File: config.mk
export PLATFORM = sky130hd
export DESIGN_NAME = timer_counter
export DESIGN_NICKNAME = d
export VERILOG_FILES = /design/src/rtl/timer_counter.sv
export SDC_FILE = /design/constraint.sdc
export NUM_CORES = 1
export LEC_CHECK = 0
export ABC_CLOCK_PERIOD_IN_PS = 2350
export CAP_MARGIN = 20
export CORE_ASPECT_RATIO = 0.75
export CORE_MARGIN = 8
export CORE_UTILIZATION = 45
export CTS_CLUSTER_DIAMETER = 100
export DETAILED_ROUTE_END_ITERATION = 10
export GPL_TIMING_DRIVEN = 0
export PLACE_DENSITY = 0.76
export SYNTH_ARGS = -nofsm -noshare
export SYNTH_HDL_FRONTEND = slang
export SYNTH_SLANG_ARGS = --single-unit
File: constraint.sdc
create_clock -name clk -period 2.35 [get_ports clk]
set_input_delay 0.47 -clock clk [delete_from_list [all_inputs] [get_ports clk]]
set_output_delay 0.47 -clock clk [all_outputs]
set_load 0.03 [all_outputs]
File: src/rtl/timer_counter.sv
// Memory-mapped down-counting timer with CTRL/PRESET/COUNT registers and a
// maskable interrupt request; one-shot (Mode 00) or auto-reload (Mode 01).
module timer_counter (
    input  logic        clk,
    input  logic        reset,
    input  logic [31:2] Addr,
    input  logic        WE,
    input  logic [31:0] Din,
    output logic [31:0] Dout,
    output logic        IRQ
);

    // state | meaning
    // IDLE  | waiting for CTRL.En
    // LOAD  | COUNT <= PRESET
    // CNT   | decrementing COUNT
    // INT   | terminal reached; one-shot clears En, auto-reload drops the flag
    typedef enum logic [1:0] {
        ST_IDLE = 2'b00,
        ST_LOAD = 2'b01,
        ST_CNT  = 2'b10,
        ST_INT  = 2'b11
    } state_t;

    localparam logic [1:0] OFF_CTRL   = 2'b00;
    localparam logic [1:0] OFF_PRESET = 2'b01;
    localparam logic [1:0] OFF_COUNT  = 2'b10;
    localparam logic [1:0] MODE_AUTO  = 2'b01;

    state_t      state_q, state_d;
    logic [3:0]  ctrl_q, ctrl_d;
    logic [31:0] preset_q, preset_d;
    logic [31:0] count_q, count_d;
    logic        irq_flag_q, irq_flag_d;

    logic [1:0]  sel;
    logic        wr_ctrl;
    logic        wr_preset;
    logic        ctrl_en;
    logic [1:0]  ctrl_mode;
    logic        ctrl_im;
    logic        unused_addr_bits;

    assign sel              = Addr[3:2];
    assign wr_ctrl          = WE && (sel == OFF_CTRL);
    assign wr_preset        = WE && (sel == OFF_PRESET);
    assign ctrl_en          = ctrl_q[0];
    assign ctrl_mode        = ctrl_q[2:1];
    assign ctrl_im          = ctrl_q[3];
    assign unused_addr_bits = ^Addr[31:4];

    always_ff @(posedge clk or posedge reset) begin
        if (reset) begin
            state_q    <= ST_IDLE;
            ctrl_q     <= 4'h0;
            preset_q   <= 32'h0;
            count_q    <= 32'h0;
            irq_flag_q <= 1'b0;
        end else begin
            state_q    <= state_d;
            ctrl_q     <= ctrl_d;
            preset_q   <= preset_d;
            count_q    <= count_d;
            irq_flag_q <= irq_flag_d;
        end
    end

    always_comb begin
        state_d    = state_q;
        ctrl_d     = ctrl_q;
        preset_d   = preset_q;
        count_d    = count_q;
        irq_flag_d = irq_flag_q;

        if (wr_ctrl)   ctrl_d   = Din[3:0];
        if (wr_preset) preset_d = Din;
        // Any CTRL/PRESET write acknowledges a pending interrupt; the FSM below
        // may still set the flag in the same cycle and that takes precedence.
        if (wr_ctrl || wr_preset) irq_flag_d = 1'b0;

        case (state_q)
            ST_IDLE: begin
                if (ctrl_en) state_d = ST_LOAD;
            end
            ST_LOAD: begin
                count_d = preset_q;
                state_d = ST_CNT;
            end
            ST_CNT: begin
                if (!ctrl_en) begin
                    state_d = ST_IDLE;
                end else if (count_q > 32'd1) begin
                    count_d = count_q - 32'd1;
                end else begin
                    count_d    = 32'd0;
                    irq_flag_d = 1'b1;
                    state_d    = ST_INT;
                end
            end
            ST_INT: begin
                state_d = ST_IDLE;
                if (ctrl_mode == MODE_AUTO) begin
                    irq_flag_d = 1'b0;
                end else if (!wr_ctrl) begin
                    ctrl_d[0] = 1'b0;
                end
            end
            default: state_d = ST_IDLE;
        endcase
    end

    always_comb begin
        case (sel)
            OFF_CTRL:   Dout = {28'h0, ctrl_q};
            OFF_PRESET: Dout = preset_q;
            OFF_COUNT:  Dout = count_q;
            default:    Dout = 32'h0;
        endcase
    end

    assign IRQ = ctrl_im & irq_flag_q;

endmodule

==> results.yml, run 1 <==
global_routing:
  grt_pass1_vias: 3979
  grt_max_degree: 72
  antenna_found_initial: 0
  grt_overflow: 0
  grtUsageTotal_pct: 22.6
  grt_pass1_wl_um: 22500
detailed_routing:
  wl_um: 14200
  wl_per_cell_um: 22.1
  vias: 4062
  dr.first_iter.drc_count: 495
  firstDrtPassIters: 5
  postRouteAntennaNets: 0
  drcViolationCount: 0
  vias_per_cell: 6.34
clocking:
  cts_root_buf: "clkbuf_16"
  cts_hold_buf: 0
  clock_sinks: 71
  cts_made_buffers: 9
  h-tree-depth: 3
  clk_pin_slew_ps: 60
  clk_path_buf_depth: 2
  worstSkewPairLatency_ps: 340
  cts_tree: "yes"
logic_synthesis:
  synth_cell_type_count: 55
  synth_flop_cell: "dfrtp_1"
  ys_seq_elements: 71
  yosys_warnings: 0
  synth_area_leaders: "dfrtp_1 (42%), mux2_2 (9.3%), a22o_1 (7.5%)"
  yosysSeqAreaShare_pct: 42.1
  synthCells: 421
  synth_edf_count: 0
  synthArstFlopShare_pct: 100
  netlist_area_um2: 4220
  synth_top_cell_area_share_pct: 42.1
  syn_nets: 488
  avgSynthCellArea_um2: 10.0
  yosys.area.top_type: "dfrtp_1"
power_and_ir_drop:
  p_leak_nw: 2.26
  p_switching_w: 0.00267
  p_int_w: 0.00361
  p_total_w: 0.00628
  power.share.switching_pct: 42.5
  peakVddDrop_mv: 0.588
  pwr-share-comb_pct: 44.0
  power.share.clock_pct: 20.9
  power_density_nw_per_um2: 1130
  power_frac_seq_pct: 35.1
critical_path:
  critPathArrivalTime_ps: 2550
  path_max_fanout: 10
  worstPathRequired_ps: 2570
  endpoint_kind: "flop"
  startpoint_type: "flop"
  path_class: "flop to flop"
timing:
  timing.fmax_mhz: 430
  skew_ps: 5.90
  drv_slew: 0
  fin_crit_ps: 2320
  finalWorstSetupSlack_ps: 25.0
  fin_crit_sh_pct: 98.9
  hold_viol_final: 0
  worstMarginPinSlew_ps: 914
  rsz0062_at_grt: "false"
  setup_viol: 0
  relSlewSlack_pct: 39.1
final_layout:
  final_nets: 577
  final_area_um2: 5560
  antennaDiodeCount: 0
  layout-drive-gt1-share_pct: 26.9
  fin_cells: 641
  syn_to_final_growth_pct: 31.7
placed_design:
  dp_hpwl_um: 9690
  numPlacedInstances: 617
  pre_cts_ws_ps: -1390
  postPlaceCellArea_um2: 5060
  port_buffers: 68
  gp_congestion: 0.913
floorplan:
  rows: 30
  start_util_pct: 46.4
  die_h_um: 99.9
  core-area_um2: 9080
  die_x_um: 128
  io_pins: 98
  dieArea_um2: 12800
min_path:
  hold_path_class: "flop to flop"
run_status:
  status: "finished clean"
run:
  drv_cap: 0
placed cells by master, fill, tap and decap left out, drive strengths merged, types with 6 or more instances in the layout:
master,n
dfrtp,71
nand2,39
a22o,36
clkbuf,36
mux2,35
clkdlybuf4s50,35
buf,33
clkdlybuf4s15,21
nor2,13
nand3,13
o21ai,13
nand4,12
o31ai,12
nor3,12
a22oi,11
o41ai,9
inv,9
or4,9
or3,8
nor4,8
a21oi,7
o211ai,6
a31oi,6
o221ai,6
cells by family (layout without fill, tap and decap cells):
family                   after synthesis  in the layout  share of synthesized area, %
buffers and inverters                 48            140                          5.57
flip-flops                            71             71                          42.1
multiplexers                          40             40                          10.5
AND/OR/NAND/NOR                      139            139                          19.0
adder cells (fa/ha/maj)                2              2                         0.593
AO/OA/AOI/OAI                        121            121                          22.2
power by group through the flow:
stage | combinational, W | clock (W) | sequential (W)
final | 0.00276 | 0.00131 | 0.00221
after global routing | 0.00297 | 0.00138 | 0.00227
after CTS | 0.00265 | 0.00132 | 0.00213
after detailed placement | 0.00265 | 0 | 0.00214
after global placement | 0.00260 | 0 | 0.00212
after floorplan | 0.00188 | 0 | 0.00199
sequential cells by signal (all words and copies together), names as in the netlist:
| name | cells |
|---|---|
| irq_flag_q | 1 |
| preset_q | 32 |
| ctrl_q | 4 |
| state_q | 2 |
| count_q | 32 |
cell usage after synthesis, types with 2 or more instances:
| library cell | count |
|---|---|
| a21oi_1 | 7 |
| a22o_1 | 36 |
| a22oi_1 | 11 |
| a31o_2 | 4 |
| a31oi_1 | 6 |
| a32oi_1 | 2 |
| and2_1 | 5 |
| and3b_1 | 2 |
| and4_1 | 3 |
| buf_1 | 3 |
| buf_2 | 7 |
| buf_6 | 4 |
| clkbuf_1 | 21 |
| dfrtp_1 | 71 |
| ha_1 | 2 |
| inv_1 | 9 |
| mux2_2 | 35 |
| mux2i_1 | 5 |
| nand2_1 | 39 |
| nand2b_1 | 2 |
| nand3_1 | 13 |
| nand4_1 | 12 |
| nand4b_1 | 2 |
| nor2_1 | 13 |
| nor2b_1 | 5 |
| nor3_1 | 9 |
| nor3_4 | 3 |
| nor3b_1 | 2 |
| nor4_1 | 7 |
| o211ai_1 | 6 |
| o21ai_0 | 13 |
| o221ai_1 | 6 |
| o31ai_1 | 12 |
| o41ai_1 | 9 |
| or3_1 | 8 |
| or4_1 | 7 |
| or4_4 | 2 |
final timing paths:
kind | start | end | slack, ps | cells past startpoint
min in group asynchronous | reset | preset_q[8] | 680 | 2
setup reg to reg | count_q[9] | count_q[17] | 30 | 8
setup / recovery | count_q[9] | count_q[17] | 30 | 8
max in group asynchronous | reset | count_q[0] | 990 | 2
hold / removal | preset_q[7] | preset_q[7] | 540 | 1
hold reg to reg | preset_q[7] | preset_q[7] | 540 | 1
what timing repair did:
| action | 4_1_cts | 5_1_grt |
|---|---|---|
| endpoints found under the setup margin | 64 | 56 |
| setup buffers | 4 | 7 |
| pin swaps | 1 | 5 |
| resized for setup | 137 | 19 |
worst max-delay path, cell delays in order (launching register included):
cell	delay [ps]
dfrtp_2	450
nor4_4	430
and4_1	260
buf_6	150
and4_1	220
buf_6	150
buf_8	150
o31ai_1	90
a221o_1	300
routing by layer:
layer | vias up | wire, µm | track usage (%)
met3 | 21 | 1560 | 6.30
met4 | 0 | 233 | 6.65
met5 | - | 0 | 0
met1 | 1971 | 6370 | 32.0
li1 | 1820 | - | -
met2 | 250 | 6030 | 32.6
area by class of cell:
| class | instances | area [µm²] |
|---|---|---|
| Fill cell | 800 | 3530 |
| Inverter | 10 | 41.3 |
| Buffer | 37 | 265 |
| Clock buffer | 14 | 284 |
| Multi-Input combinational cell | 302 | 2260 |
| Timing Repair Buffer | 79 | 764 |
| Sequential cell | 71 | 1780 |
| Tap cell | 128 | 160 |
through the flow:
step	utilization, %	hold slack (ps)	setup TNS [ps]
finish	61.2	538	0
detailed placement	55.7	524	-53590
global placement	55.7	511	-134290
CTS	60.2	536	0
global route	61.2	556	0
floorplan	-	466	0
Power figures use the tool's default switching activity.
==> run 2, diff against run 1 <==
--- a/config.mk
+++ b/config.mk
@@ -7,10 +7,9 @@
 export LEC_CHECK = 0
 export ABC_CLOCK_PERIOD_IN_PS = 2350
 export CAP_MARGIN = 20
-export CORE_ASPECT_RATIO = 0.75
 export CORE_MARGIN = 8
 export CORE_UTILIZATION = 45
-export CTS_CLUSTER_DIAMETER = 100
+export CTS_CLUSTER_DIAMETER = 80
 export DETAILED_ROUTE_END_ITERATION = 10
 export GPL_TIMING_DRIVEN = 0
 export PLACE_DENSITY = 0.76
==> results.yml, run 2 (synthesis gave the netlist of run 1 again) <==
power_and_ir_drop:
  power.share.switching_pct: 44.6
  p_int_w: 0.00322
  power.share.clock_pct: 15.4
  peakVddDrop_mv: 0.428
  p_switching_w: 0.00259
  power_density_nw_per_um2: 1070
  p_leak_nw: 2.20
  pwr-share-comb_pct: 47.0
  power_frac_seq_pct: 37.6
  p_total_w: 0.00581
run_status:
  status: "finished clean"
final_layout:
  final_nets: 576
  layout-drive-gt1-share_pct: 26.0
  final_util_pct: 59.1
  antennaDiodeCount: 0
  final_common_cell: "dfrtp_1"
  multiInputGateArea_um2: 2260
  syn_to_final_growth_pct: 28.3
  fillers: 841
  reg_top3: "count_q: 32 flops, preset_q: 32 flops, ctrl_q: 4 flops"
  final_cell_mix: "dfrtp_1 (68), nand2_1 (39), a22o_1 (36), mux2_2 (35), clkdlybuf4s50_1 (35)"
  seq_area_um2: 1780
global_routing:
  grtUsageTotal_pct: 21.6
  antenna_found_initial: 0
  grt_pass1_wl_um: 21700
  grt_max_degree: 72
  grt_pass1_vias: 3917
  grt_overflow: 0
clocking:
  clock_sinks: 71
  h-tree-depth: 3
  cts_made_buffers: 9
  cts_hold_buf: 0
  cts_tree: "yes"
  worstSkewPairLatency_ps: 350
  cts_root_buf: "clkbuf_8"
  clk_path_buf_depth: 2
  clk_pin_slew_ps: 80
detailed_routing:
  vias_per_cell: 6.45
  dr.first_iter.drc_count: 352
  wl_met2_um: 6210
  met1_length_um: 5790
  wl_um: 13700
  vias: 4016
  wl_per_cell_um: 22.0
  dr.max_layer_used: "met4"
  firstDrtPassIters: 5
  dr_wl_met3_um: 1370
  drcViolationCount: 0
  postRouteAntennaNets: 0
floorplan:
  io_pins: 98
  rows: 35
  core-area_um2: 9150
  die_x_um: 113
  start_util_pct: 46.1
  die_h_um: 113
  dieArea_um2: 12700
critical_path:
  critPathArrivalTime_ps: 2560
  rr_endpoint: "count_q[29]"
  max_stage_delay_ps: 520
  cp_slowest_cell: "or4_1"
  crit_end: "count_q[29]"
  rrSetupSlack_ps: 50
  worstPathRequired_ps: 2610
  rr_startpoint: "count_q[0]"
  cp_cell_sequence: "or4_1, buf_4, nor3_4, buf_6, nand4b_1, o41a_1, o21ai_0"
  path_max_fanout: 6
  endpoint_kind: "flop"
  crit_start: "count_q[0]"
  startpoint_type: "flop"
  path_class: "flop to flop"
  r2r_cells: 7
placed_design:
  dp_hpwl_um: 9370
  port_buffers: 68
  gp_congestion: 0.904
timing:
  fin_crit_ps: 2300
  hold_ws_ps: 535
  relSlewSlack_pct: 39.9
  skew_ps: 13.5
  setup_viol: 0
  fin_crit_sh_pct: 97.8
  worstMarginPinSlew_ps: 902
  timing.fmax_mhz: 435
  hold_viol_final: 0
  tns_ps: 0
  drv_slew: 0
run:
  drv_cap: 0
min_path:
  hold_path_class: "flop to flop"
==> run 2: cell types whose count changed in the layout (fill, tap and decap cells not counted), sizes merged <==
cell,previous run,this run
inv,9,10
clkbuf,36,34
clkdlybuf4s15,21,25
clkdlybuf4s18,3,1
buf,33,31
==> run 2: per-layer routing <==
metal	up-vias	track usage (%)
li1	1802	-
met2	231	33.0
met5	-	0
met3	29	5.32
met1	1954	29.1
met4	0	7.55
==> run 2: power by group through the flow <==
stage	registers, W	clock network (W)	logic, W
3_5_place_dp	0.00213	0	0.00264
3_3_place_gp	0.00211	0	0.00259
2_1_floorplan	0.00199	0	0.00188
6_report	0.00218	0.000893	0.00273
4_1_cts	0.00212	0.000892	0.00264
5_1_grt	0.00224	0.000935	0.00294
==> run 2: what timing repair did <==
item,in CTS,in global routing
resized for setup,126,27
setup endpoints to repair,65,40
setup buffers,3,7
pin swaps,2,4
endpoints found under the hold margin,0,0
==> run 2: how the worst min path moves through the flow <==
stage | end | from | cells after the start
after global placement | ctrl_q[1] | ctrl_q[1] | 1
after floorplan | count_q[20] | preset_q[20] | 2
after global routing | preset_q[21] | preset_q[21] | 1
after detailed placement | preset_q[21] | preset_q[21] | 1
final | preset_q[21] | preset_q[21] | 1
after CTS | preset_q[21] | preset_q[21] | 1
==> run 2: critical path: cells and delay by family (launching register included) <==
| kind | cells | cell delay [ps] |
|---|---|---|
| flip-flops | 1 | 430 |
| AO/OA/AOI/OAI | 2 | 510 |
| buffers and inverters | 2 | 340 |
| AND/OR/NAND/NOR | 3 | 920 |
==> run 2: area by class of cell <==
| type | instances | area share [%] |
|---|---|---|
| Multi-Input combinational cell | 302 | 41.7 |
| Sequential cell | 71 | 32.9 |
| Timing Repair Buffer | 78 | 14.1 |
| Buffer | 37 | 4.95 |
| Clock buffer | 13 | 2.94 |
| Tap cell | 111 | 2.57 |
| Inverter | 10 | 0.740 |
| Clock inverter | 1 | 0.0925 |
==> run 2: stage by stage <==
step / instances / worst slack, ps / cell area, µm²
3_3_place_gp: 600 / -1370 / 5040
2_1_floorplan: 421 / 83.4 / 4220
4_1_cts: 617 / -16.3 / 5330
3_5_place_dp: 600 / -1400 / 5040
6_report: 623 / 52.1 / 5410
5_1_grt: 623 / -30.8 / 5410
==> run 3, diff against run 2 <==
--- a/config.mk
+++ b/config.mk
@@ -8,11 +8,11 @@
 export ABC_CLOCK_PERIOD_IN_PS = 2350
 export CAP_MARGIN = 20
 export CORE_MARGIN = 8
-export CORE_UTILIZATION = 45
+export CORE_UTILIZATION = 46
 export CTS_CLUSTER_DIAMETER = 80
 export DETAILED_ROUTE_END_ITERATION = 10
 export GPL_TIMING_DRIVEN = 0
-export PLACE_DENSITY = 0.76
+export PLACE_DENSITY = 0.77
 export SYNTH_ARGS = -nofsm -noshare
 export SYNTH_HDL_FRONTEND = slang
 export SYNTH_SLANG_ARGS = --single-unit
==> results.yml, run 3 (synthesis gave the netlist of run 1 again) <==
run_status:
  status: "finished clean"
power_and_ir_drop:
  power.share.clock_pct: 18.8
  p_switching_w: 0.00257
  peakVddDrop_mv: 0.529
  power_frac_seq_pct: 36.1
  p_total_w: 0.00600
  power.share.switching_pct: 42.9
  p_leak_nw: 2.20
  power_density_nw_per_um2: 1100
  pwr-share-comb_pct: 45.1
  p_int_w: 0.00343
detailed_routing:
  drcViolationCount: 0
  vias_per_cell: 6.43
  firstDrtPassIters: 5
  postRouteAntennaNets: 0
  dr.first_iter.drc_count: 323
  wl_per_cell_um: 22.3
  vias: 3996
  wl_um: 13800
timing:
  skew_ps: 11.5
  hold_viol_final: 0
  fin_crit_ps: 2280
  drv_slew: 0
  worstMarginPinSlew_ps: 928
  fin_crit_sh_pct: 97.1
  tns_ps: 0
  finalWorstSetupSlack_ps: 68.5
  relSlewSlack_pct: 38.1
  setup_viol: 0
  timing.fmax_mhz: 438
clocking:
  clk_path_buf_depth: 2
  cts_root_buf: "clkbuf_8"
  h-tree-depth: 3
  clock_sinks: 71
  clk_pin_slew_ps: 70
  cts_tree: "yes"
  worstSkewPairLatency_ps: 350
  cts_made_buffers: 9
floorplan:
  io_pins: 98
  die_h_um: 112
  start_util_pct: 46.5
  dieArea_um2: 12500
  die_x_um: 112
  rows: 35
  core-area_um2: 9060
placed_design:
  pre_cts_ws_ps: -1380
  numPlacedInstances: 600
  port_buffers: 68
  dp_hpwl_um: 9520
  gp_congestion: 0.906
global_routing:
  antenna_found_initial: 0
  grt_pass1_wl_um: 22000
  grt_overflow: 0
  grt_max_degree: 72
  grt_pass1_vias: 4026
  grtUsageTotal_pct: 22.2
critical_path:
  path_buf_inv: 4
  path_class: "input pin to output port"
  startpoint_type: "input pin"
  endpoint_kind: "output port"
  path_max_fanout: 10
  critPathArrivalTime_ps: 1810
  worstPathRequired_ps: 1880
  cp_top_family: "buffers and inverters"
  max_stage_delay_ps: 290
  cp_slowest_cell: "clkdlybuf4s18_2"
  cp_cell_sequence: "clkdlybuf4s15_1, nor2b_1, clkbuf_4, clkbuf_8, a22o_1, clkdlybuf4s18_2"
final_layout:
  reg_top3: "count_q: 32 flops, preset_q: 32 flops, ctrl_q: 4 flops"
  antennaDiodeCount: 0
  fin_cells: 621
  final_util_pct: 60.1
  final_common_cell: "dfrtp_1"
  final_cell_mix: "dfrtp_1 (68), nand2_1 (39), a22o_1 (36), mux2_2 (35), clkdlybuf4s50_1 (35)"
  fillers: 799
  final_nets: 572
  layout-drive-gt1-share_pct: 25.7
  syn_to_final_growth_pct: 29.1
run:
  drv_cap: 0
min_path:
  hold_path_class: "flop to flop"
[run 3: cell types whose count changed in the layout (fill, tap and decap cells not counted), sizes merged]
cell,delta
clkdlybuf4s15,+2
clkbuf,+1
buf,-8
clkinv,+1
inv,-1
bufinv,+2
clkdlybuf4s18,+1
[run 3: area by class of cell]
type                            count  area [µm²]  area share [%]
Clock inverter                      3        65.1            1.19
Sequential cell                    71        1780            32.7
Buffer                             37         268            4.92
Clock buffer                       13         159            2.92
Inverter                           10        41.3           0.758
Multi-Input combinational cell    302        2240            41.1
Timing Repair Buffer               74         758            13.9
Tap cell                          111         139            2.55
[run 3: what timing repair did]
item | in CTS | in global routing
buffers inserted | 3 | 3
pin swaps | 2 | 3
hold buffers | 0 | 0
setup endpoints to repair | 65 | 55
resized for setup | 129 | 16
[run 3: through the flow]
| stage | cell area [µm²] | hold WS [ps] |
|---|---|---|
| detailed placement | 5040 | 516 |
| CTS | 5390 | 534 |
| global route | 5450 | 556 |
| global placement | 5040 | 508 |
| floorplan | 4220 | 466 |
| finish | 5450 | 538 |
[run 3: worst paths after layout]
kind                            cells past startpoint  slack [ps]  startpoint            to
max in group asynchronous                           2        1010       reset   count_q[10]
worst min-delay path                                1         540   ctrl_q[1]     ctrl_q[1]
worst max-delay path                                6          70     Addr[2]       Dout[4]
worst max register to register                      7          90  count_q[9]   count_q[25]
worst min register to register                      1         540   ctrl_q[1]     ctrl_q[1]
min in group asynchronous                           2         650       reset  preset_q[25]
[run 3: power by group through the flow]
stage          clock, W  sequential [W]  combinational (W)
6_report        0.00113         0.00217            0.00271
5_1_grt         0.00119         0.00222            0.00294
4_1_cts         0.00114         0.00211            0.00265
3_5_place_dp          0         0.00213            0.00265
3_3_place_gp          0         0.00211            0.00260
2_1_floorplan         0         0.00199            0.00188
[run 3: per-layer routing]
metal / GRT usage [%] / wire length, µm / vias up / part of all wire, %
met2: 34.6 / 6320 / 203 / 46
li1: - / - / 1809 / -
met5: 0 / 0 / - / 0
met4: 8.02 / 295 / 0 / 2.1
met1: 28.4 / 5900 / 1952 / 43
met3: 6.66 / 1310 / 32 / 9.4
==> patch (config.mk and constraints of run 1) <==
Make the reset (`reset`) synchronous in one clocked block.
--- a/src/rtl/timer_counter.sv
+++ b/src/rtl/timer_counter.sv
@@ -51,3 +51,3 @@
 
-    always_ff @(posedge clk or posedge reset) begin
+    always_ff @(posedge clk) begin
         if (reset) begin
Behaviour: differs if reset is asserted again (counterexample within 4 cycles, from zero or initial values and one cycle with reset high); with reset held inactive, the same outputs for 4 cycles.
==> patch against run 1 <==
Setup slack better by 8.9 ps; utilization is 0.38 points lower; design area shrank 1.4%; clock skew shrank 0.67 ps; first-iteration DRC count grew 30%; area after synthesis shrank 1.8%; synthesized cell count is 32% higher; sequential cell count stayed put; fmax increased by 0.38%; wire length grew 14%; critical endpoint is now count_q[31]$_SDFFE_PP0P_.
Power is not compared: it rests on default switching activity, and its combinational part moved more than twofold at a synthesized area within 25%.
==> patch: results <==
outcome:
  status: "complete, no violations"
global_route:
  global_route.usage.met3: 0.07215
  global_route.usage.met2: 0.3777
  grtUsageTotal: 0.2501
  grt_pass1_wl_um: 24830
cts:
  count_of_cells_resized_by_post_cts_repair: 134
  setup_buffers_after_cts: 5
layout:
  post_route_cells_drive_above_1_share: 0.1623
  utilization: 0.6081
route:
  dr.first_iter.drc_count: 642
  dr.pass1.iters: 6
  met1_wire_length_um: 7153
  finalWirelength_um: 16250
  avgViaCountPerCell: 6.448
critical_path:
  crit_path_max_fanout: 5
  critical_path.max_stage_delay_ps: 540
  critPathSlowestCell: "or4_4"
placed_design:
  pre_cts_slack_ps: -1325
  place.gp.congestion: 0.9234
  placement.io_buffers: 67
  place_inst: 733
  placedInstanceArea_um2: 4955
synthesis:
  synthesized_area_fraction_occupied_by_adder_cells: 0.006039
  synth_top_cells_by_count: "nand2_1, dfxtp_1, a21oi_1, nor2_1, o21ai_0"
  ys_async_rst_share: 0
  synth.mux.area_fraction: 0.02234
  ys_dominant_reg_cell: "dfxtp_1"
  synth_sequential_area_ratio: 0.3430
  netlist_instances: 554
  post_syn_nets: 621
  synthXorXnorAreaFrac: 0.004227
sta:
  worst_skew_ps: 5.231
  max_slew_margin: 0.4631
[patch: changes by cell type in the layout (fill, tap and decap cells not counted), moves of 51 or more]
cell     before  now
nand2_1      39   98
dfxtp_1       0   66
dfrtp_1      68    0
a21oi_1       7   58
[patch: final timing paths]
check                                start                        to  slack [ps]  cells after the start
setup / recovery  count_q[15]$_SDFFE_PP0P_  count_q[31]$_SDFFE_PP0P_          30                      7
hold / removal       irq_flag_q$_SDFF_PP0_     irq_flag_q$_SDFF_PP0_         470                      2
hold reg to reg      irq_flag_q$_SDFF_PP0_     irq_flag_q$_SDFF_PP0_         470                      2
setup reg to reg  count_q[15]$_SDFFE_PP0P_  count_q[31]$_SDFFE_PP0P_          30                      7
[patch: layout make-up]
type | instances | area, µm²
Buffer | 43 | 246.5
Timing Repair Buffer | 83 | 800.8
Multi-Input combinational cell | 429 | 2581
Sequential cell | 71 | 1428
Inverter | 6 | 22.52
Clock inverter | 1 | 5.005
Clock buffer | 14 | 254.0
Fill cell | 853 | 3531
Tap cell | 112 | 140.1
